**src/rtl/iic_pkg.sv**
```systemverilog
// iic_pkg: shared types and constants for the codec I2C target
package iic_pkg;
   typedef enum logic [3:0] {
      IDLE, ADDR, ACK_A, BYTE_HI, ACK_HI, BYTE_LO, ACK_LO, WAIT_STOP, IGNORE
   } iic_tgt_state_t;
   localparam logic [6:0] IIC_CODEC_ADDR = 7'b0011010;
   localparam int IIC_WORD_W = 16;
   localparam int IIC_BITS = 8;
   localparam int IIC_ACK_SLOT = 9;
   // data state that follows each acknowledge slot
   function automatic iic_tgt_state_t after_ack(input iic_tgt_state_t s);
      return s == ACK_A ? BYTE_HI : s == ACK_HI ? BYTE_LO : WAIT_STOP;
   endfunction
endpackage

```
**src/rtl/iic_line_sync.sv**
```systemverilog
// iic_line_sync: bus line synchronizer, optional stability filter (IIC_TARGET_GLITCH_FILTER_EN), edge detect
module iic_line_sync #(
   parameter int SYNC_STAGES = 2
) (
   input  logic clk,
   input  logic rst,
   input  logic din,
   output logic level,
   output logic rise,
   output logic fall
);
   logic [SYNC_STAGES-1:0] sync;
   logic prev;
   // resync chain; resets to the idle-high bus level
   always_ff @(posedge clk or posedge rst)
      if (rst) sync <= '1;
      else sync <= {sync[SYNC_STAGES-2:0], din};
`ifdef IIC_TARGET_GLITCH_FILTER_EN
   logic [1:0] hist;
   logic held;
   assign level = (hist == {2{sync[SYNC_STAGES-1]}}) ? sync[SYNC_STAGES-1] : held;
   // last two synchronized samples plus the held output for the 3-agree filter
   always_ff @(posedge clk or posedge rst)
      if (rst) begin
         hist <= '1;
         held <= 1'b1;
      end else begin
         hist <= {hist[0], sync[SYNC_STAGES-1]};
         held <= level;
      end
`else
   assign level = sync[SYNC_STAGES-1];
`endif
   // history flop for edge detection
   always_ff @(posedge clk or posedge rst)
      if (rst) prev <= 1'b1;
      else prev <= level;
   assign rise = level & ~prev;
   assign fall = ~level & prev;
endmodule

```
**src/rtl/iic_codec_target.sv**
```systemverilog
// iic_codec_target: I2C write-only target capturing {reg[6:0], data[8:0]} codec frames
module iic_codec_target
   import iic_pkg::*;
#(
   parameter logic [6:0] DEV_ADDR = IIC_CODEC_ADDR,
   parameter int SYNC_STAGES = 2
) (
   input  logic MCLK,
   input  logic RESET,
   input  logic SCL_IN,
   input  logic SDA_IN,
   output logic SDA_OE,
   output logic [IIC_WORD_W-1:0] RX_DATA,
   output logic RX_VALID,
   output logic RX_ERROR,
   output logic BUSY
);
   iic_tgt_state_t state, state_n;
   logic scl, scl_rise, scl_fall, sda, sda_rise, sda_fall;
   logic [7:0] sh, sh_n, byte_in;
   logic [2:0] cnt, cnt_n;
   logic got8, got8_n, extra, extra_n, oe_n, valid_n, error_n, busy_n, last, start, stop;
   logic [IIC_WORD_W-1:0] word, word_n, data_n;
   iic_line_sync #(.SYNC_STAGES(SYNC_STAGES)) u_scl (
      .clk(MCLK), .rst(RESET), .din(SCL_IN), .level(scl), .rise(scl_rise), .fall(scl_fall)
   );
   iic_line_sync #(.SYNC_STAGES(SYNC_STAGES)) u_sda (
      .clk(MCLK), .rst(RESET), .din(SDA_IN), .level(sda), .rise(sda_rise), .fall(sda_fall)
   );
   assign start = sda_fall & scl;
   assign stop = sda_rise & scl;
   assign byte_in = {sh[6:0], sda};
   assign last = cnt == 3'(IIC_BITS - 1);
   // state and datapath register; async reset releases SDA at once
   always_ff @(posedge MCLK or posedge RESET)
      if (RESET) begin
         state <= IDLE;
         sh <= '0;
         cnt <= '0;
         got8 <= 1'b0;
         extra <= 1'b0;
         word <= '0;
         SDA_OE <= 1'b0;
         RX_DATA <= '0;
         RX_VALID <= 1'b0;
         RX_ERROR <= 1'b0;
         BUSY <= 1'b0;
      end else begin
         state <= state_n;
         sh <= sh_n;
         cnt <= cnt_n;
         got8 <= got8_n;
         extra <= extra_n;
         word <= word_n;
         SDA_OE <= oe_n;
         RX_DATA <= data_n;
         RX_VALID <= valid_n;
         RX_ERROR <= error_n;
         BUSY <= busy_n;
      end
   // bus event decode: START/STOP override, SCL rise samples, SCL fall drives ACK
   always_comb begin
      state_n = state;
      sh_n = sh;
      cnt_n = cnt;
      got8_n = got8;
      extra_n = extra;
      word_n = word;
      oe_n = SDA_OE;
      data_n = RX_DATA;
      valid_n = 1'b0;
      error_n = 1'b0;
      busy_n = BUSY;
      if (start) begin
         state_n = ADDR;
         cnt_n = '0;
         got8_n = 1'b0;
         extra_n = 1'b0;
         oe_n = 1'b0;
         busy_n = 1'b0;
      end else if (stop) begin
         state_n = IDLE;
         got8_n = 1'b0;
         oe_n = 1'b0;
         busy_n = 1'b0;
         valid_n = BUSY && state == WAIT_STOP && !extra;
         error_n = BUSY && !valid_n;
         data_n = valid_n ? word : RX_DATA;
      end else begin
         case (state)
            ADDR, BYTE_HI, BYTE_LO:
               if (scl_rise && !got8) begin
                  sh_n = byte_in;
                  cnt_n = cnt + 3'd1;
                  if (last) begin
                     got8_n = 1'b1;
                     if (state == ADDR) begin
                        if (byte_in == {DEV_ADDR, 1'b0}) busy_n = 1'b1;
                        else state_n = IGNORE;
                     end else if (state == BYTE_HI) word_n[15:8] = byte_in;
                     else word_n[7:0] = byte_in;
                  end
               end else if (scl_fall && got8) begin
                  got8_n = 1'b0;
                  oe_n = 1'b1;
                  state_n = state == ADDR ? ACK_A : state == BYTE_HI ? ACK_HI : ACK_LO;
               end
            ACK_A, ACK_HI, ACK_LO:
               if (scl_fall) begin
                  oe_n = 1'b0;
                  cnt_n = '0;
                  state_n = after_ack(state);
               end
            WAIT_STOP:
               if (scl_fall) extra_n = 1'b1;
            default: ;
         endcase
      end
   end
endmodule

```
**config.mk**
```make
export PLATFORM = sky130hd
export DESIGN_NAME = iic_codec_target
export DESIGN_NICKNAME = d
export VERILOG_FILES = /design/src/rtl/iic_pkg.sv /design/src/rtl/iic_line_sync.sv /design/src/rtl/iic_codec_target.sv
export SDC_FILE = /design/constraint.sdc
export NUM_CORES = 1
export LEC_CHECK = 0
export BUFFER_PORTS_ARGS = -buffer_cell sky130_fd_sc_hd__buf_4
export CELL_PAD_IN_SITES_DETAIL_PLACEMENT = 0
export CELL_PAD_IN_SITES_GLOBAL_PLACEMENT = 1
export CORE_MARGIN = 3
export CORE_UTILIZATION = 40
export DETAILED_ROUTE_END_ITERATION = 12
export PLACE_DENSITY_LB_ADDON = 0.1
export SLEW_MARGIN = 15
export SYNTH_ARGS = -nofsm -noshare
export SYNTH_HDL_FRONTEND = slang
export SYNTH_HIERARCHICAL = 1
export SYNTH_SLANG_ARGS = --single-unit
```
**constraint.sdc**
```tcl
create_clock -name MCLK -period 2 [get_ports MCLK]
set_input_delay 0.2 -clock MCLK [delete_from_list [all_inputs] [get_ports MCLK]]
set_output_delay 0.2 -clock MCLK [all_outputs]
set_load 0.02 [all_outputs]
```
==> results.cfg <==
[status]
status = complete, but fails checks
violations = setup timing

[synthesis]
ys_top_cells_by_area = dfrtp_1, mux2_2, dfstp_2
avgSynthCellArea_um2 = 13.64
synth_seq_cells = 58
synth_top_flop_cell = dfrtp_1
async_flop_share = 1.000
synth_nets = 193
ys_types = 43
syn_area_mm2 = 0.002550
yosysTopAreaCell = dfrtp_1
yosysTopAreaCellShare = 0.5103
yosysMostFrequentCell = dfrtp_1
synth_edf_count = 0
yosysWarnings = 6
ys_seq_area_frac = 0.5721
syn_inst = 187
yosys-top-cells-count = dfrtp_1, mux2_2, nand2_1

[final_layout]
finalInstanceArea_mm2 = 0.003435
fin_nets = 256
drive_gt1_frac = 0.5333
areaGrowthSynthToFinish_pct = 34.69
antenna_cells = 0
stdcell_count = 330

[timing]
post-route-period-util = 1.033
fmax_mhz = 483.8
rsz0062_at_grt = yes
skew_ns = 0.007545
final_hold_viol_count = 0
setup_viol = 8
min_period_ns = 2.067
setup_ws_ns = -0.06690
finalMaxSlewViolations = 0
maxSlewHeadroom = 0.6069
tightest_slew_ns = 0.5888

[route]
detail-route-antenna-nets = 0
num_vias = 1677
wl_per_cell_um = 16.17
drtIter0Drc = 47
routed_wl_um = 5336
viasPerCell = 5.082
drtPass1Iterations = 4
drc = 0

[pwr]
power_density_mw_per_mm2 = 902.6
ir_worst_vdd_mv = 0.4675
power_leakage_nw = 1.683

[clock_tree]
cts.reportedPaths.clkPinSlew_ns = 0.07
htree_levels = 3
root_buffer = clkbuf_8
clock_sinks = 58
cts_buffers = 9
clk_latency_ns = 0.34
clockBufferDepth = 2
cts_tree = built

[worst_setup_path]
path_max_fanout = 8
crit_chain = and2b_2 > o21ai_4 > and2_4 > or4b_4 > mux2_4
crit_type = register to register
max_stage_delay_ns = 0.56
critPathCaptureType = register
worst_path_max_delay_cell = or4b_4
critPathArrivalTime_ns = 2.29
worstPathRequired_ns = 2.23
critPathLaunchType = register

[global_route]
grt_overflow = 0
antenna_found_initial = 0
grt_max_degree = 29
grt_use_total = 0.1555
grt_pass1_wl_um = 8673
grt_pass1_vias = 1756

[flow_run]
drv_cap = 0

[die]
num_rows = 28
dieArea_mm2 = 0.007369
die_h_um = 85.84
die_w_um = 85.84
core_region_area_mm2 = 0.006061
initial_core_util = 0.4207
ioPinCount = 24

[placement]
hpwl_um = 3601
io_buffers = 23
placed_cells = 306
gp_congestion = 0.8774
place_area_mm2 = 0.003013

[min_path]
worstHoldPathType = register to register
==> critical path, delay by kind of cell, from the launching register on <==
kind | cells | cell delay, ns
simple gates | 3 | 0.95
mux | 1 | 0.34
compound gates | 1 | 0.12
flops | 1 | 0.54
==> kinds of logic after synthesis <==
group,after synthesis,synth area share
flops,58,0.5721
mux,42,0.1958
simple gates,41,0.09814
compound gates,30,0.08783
buf+inv,14,0.03631
fa+ha+maj,2,0.009812
==> flip-flops by register name, indices dropped and copies added, names as in the netlist <==
register and count:
word 16, cnt 3, SDA_OE 1, u_scl/sync 2, BUSY 1, RX_ERROR 1, RX_DATA 16, u_sda/prev 1
RX_VALID 1, state 4, extra 1, u_sda/sync 2, u_scl/prev 1, got8 1, sh 7
==> report_power, final <==
group | leakage, nW | internal, mW | switching, mW
Combinational | 0.798 | 0.245 | 0.216
Sequential | 0.768 | 1.29 | 0.112
Clock | 0.117 | 0.770 | 0.471
==> layout make-up <==
class,instances,area [um2]
clock buffer,12,155.1
clock inverter,4,73.82
fill,513,2626
inverter,7,26.28
multi-input combinational,115,1121
sequential,58,1459
tap,75,93.84
timing repair buffer,59,505.5
==> stage by stage <==
step | setup slack [ns] | util | hold slack [ns] | setup TNS (ns) | power, mW
after floorplan | -0.1358 | - | 0.1333 | -2.102 | 1.665
after global placement | -0.09146 | 0.4971 | 0.2784 | -0.7255 | 1.833
after detailed placement | -0.1027 | 0.4971 | 0.2792 | -0.7842 | 1.845
after CTS | -0.08336 | 0.5464 | 0.3569 | -0.6461 | 3.104
after global routing | -0.1170 | 0.5667 | 0.3631 | -1.559 | 3.246
final | -0.06690 | 0.5667 | 0.3562 | -0.4702 | 3.100
==> routing by layer <==
metal | track usage | up-vias | wire length [um]
li1 | - | 800 | -
met1 | 0.1907 | 827 | 2359
met2 | 0.2479 | 35 | 2598
met3 | 0.04515 | 15 | 225
met4 | 0.08345 | 0 | 153
met5 | 0 | - | 0
==> placed cells by master, fill, tap and decap left out, drive strengths merged <==
master       Yosys  routed
o21a             4       4
o41ai            1       1
nand2b           2       2
and3             1       1
mux2i            3       3
a31oi            2       2
nand3            1       1
or4b             2       2
o22ai            1       1
dfrtp           52      52
buf              4      54
dlygate4sd3      0       3
dfstp            6       6
a32oi            1       1
nor4b            1       1
bufinv           0       2
a21boi           1       1
o21ai            4       4
and2b            3       3
nand2           12      12
nand3b           1       1
ha               2       2
nor2b            3       3
clkbuf           3      14
nor2             8       8
a22oi            2       2
nor4             2       2
a21oi            6       6
and2             3       3
a211oi           3       3
o2111ai          2       2
nand4b           1       1
inv              7       7
a21o             1       1
mux2            39      39
a32o             2       2
clkinv           0       2
and3b            1       1
==> path summary, 6_finish.rpt <==
kind | slack, ns | startpoint | end | cells after the start
max | -0.07 | u_sda/sync[1] | word[15] | 5
min | 0.36 | u_sda/sync[0] | u_sda/sync[1] | 0
max reg2reg | -0.07 | u_sda/sync[1] | word[15] | 5
min reg2reg | 0.36 | u_sda/sync[0] | u_sda/sync[1] | 0
max in group asynchronous | 0.88 | RESET | RX_DATA[11] | 4
min in group asynchronous | 0.47 | RESET | u_sda/sync[0] | 3
==> what timing repair did <==
item	in CTS	in global routing
resized for setup	6	18
setup endpoints to repair	10	34
hold endpoints to repair	34	0
buffers inserted	2	2
hold buffers	3	0
cloned	0	2
pin swaps	2	2
Power figures use the tool's default switching activity.
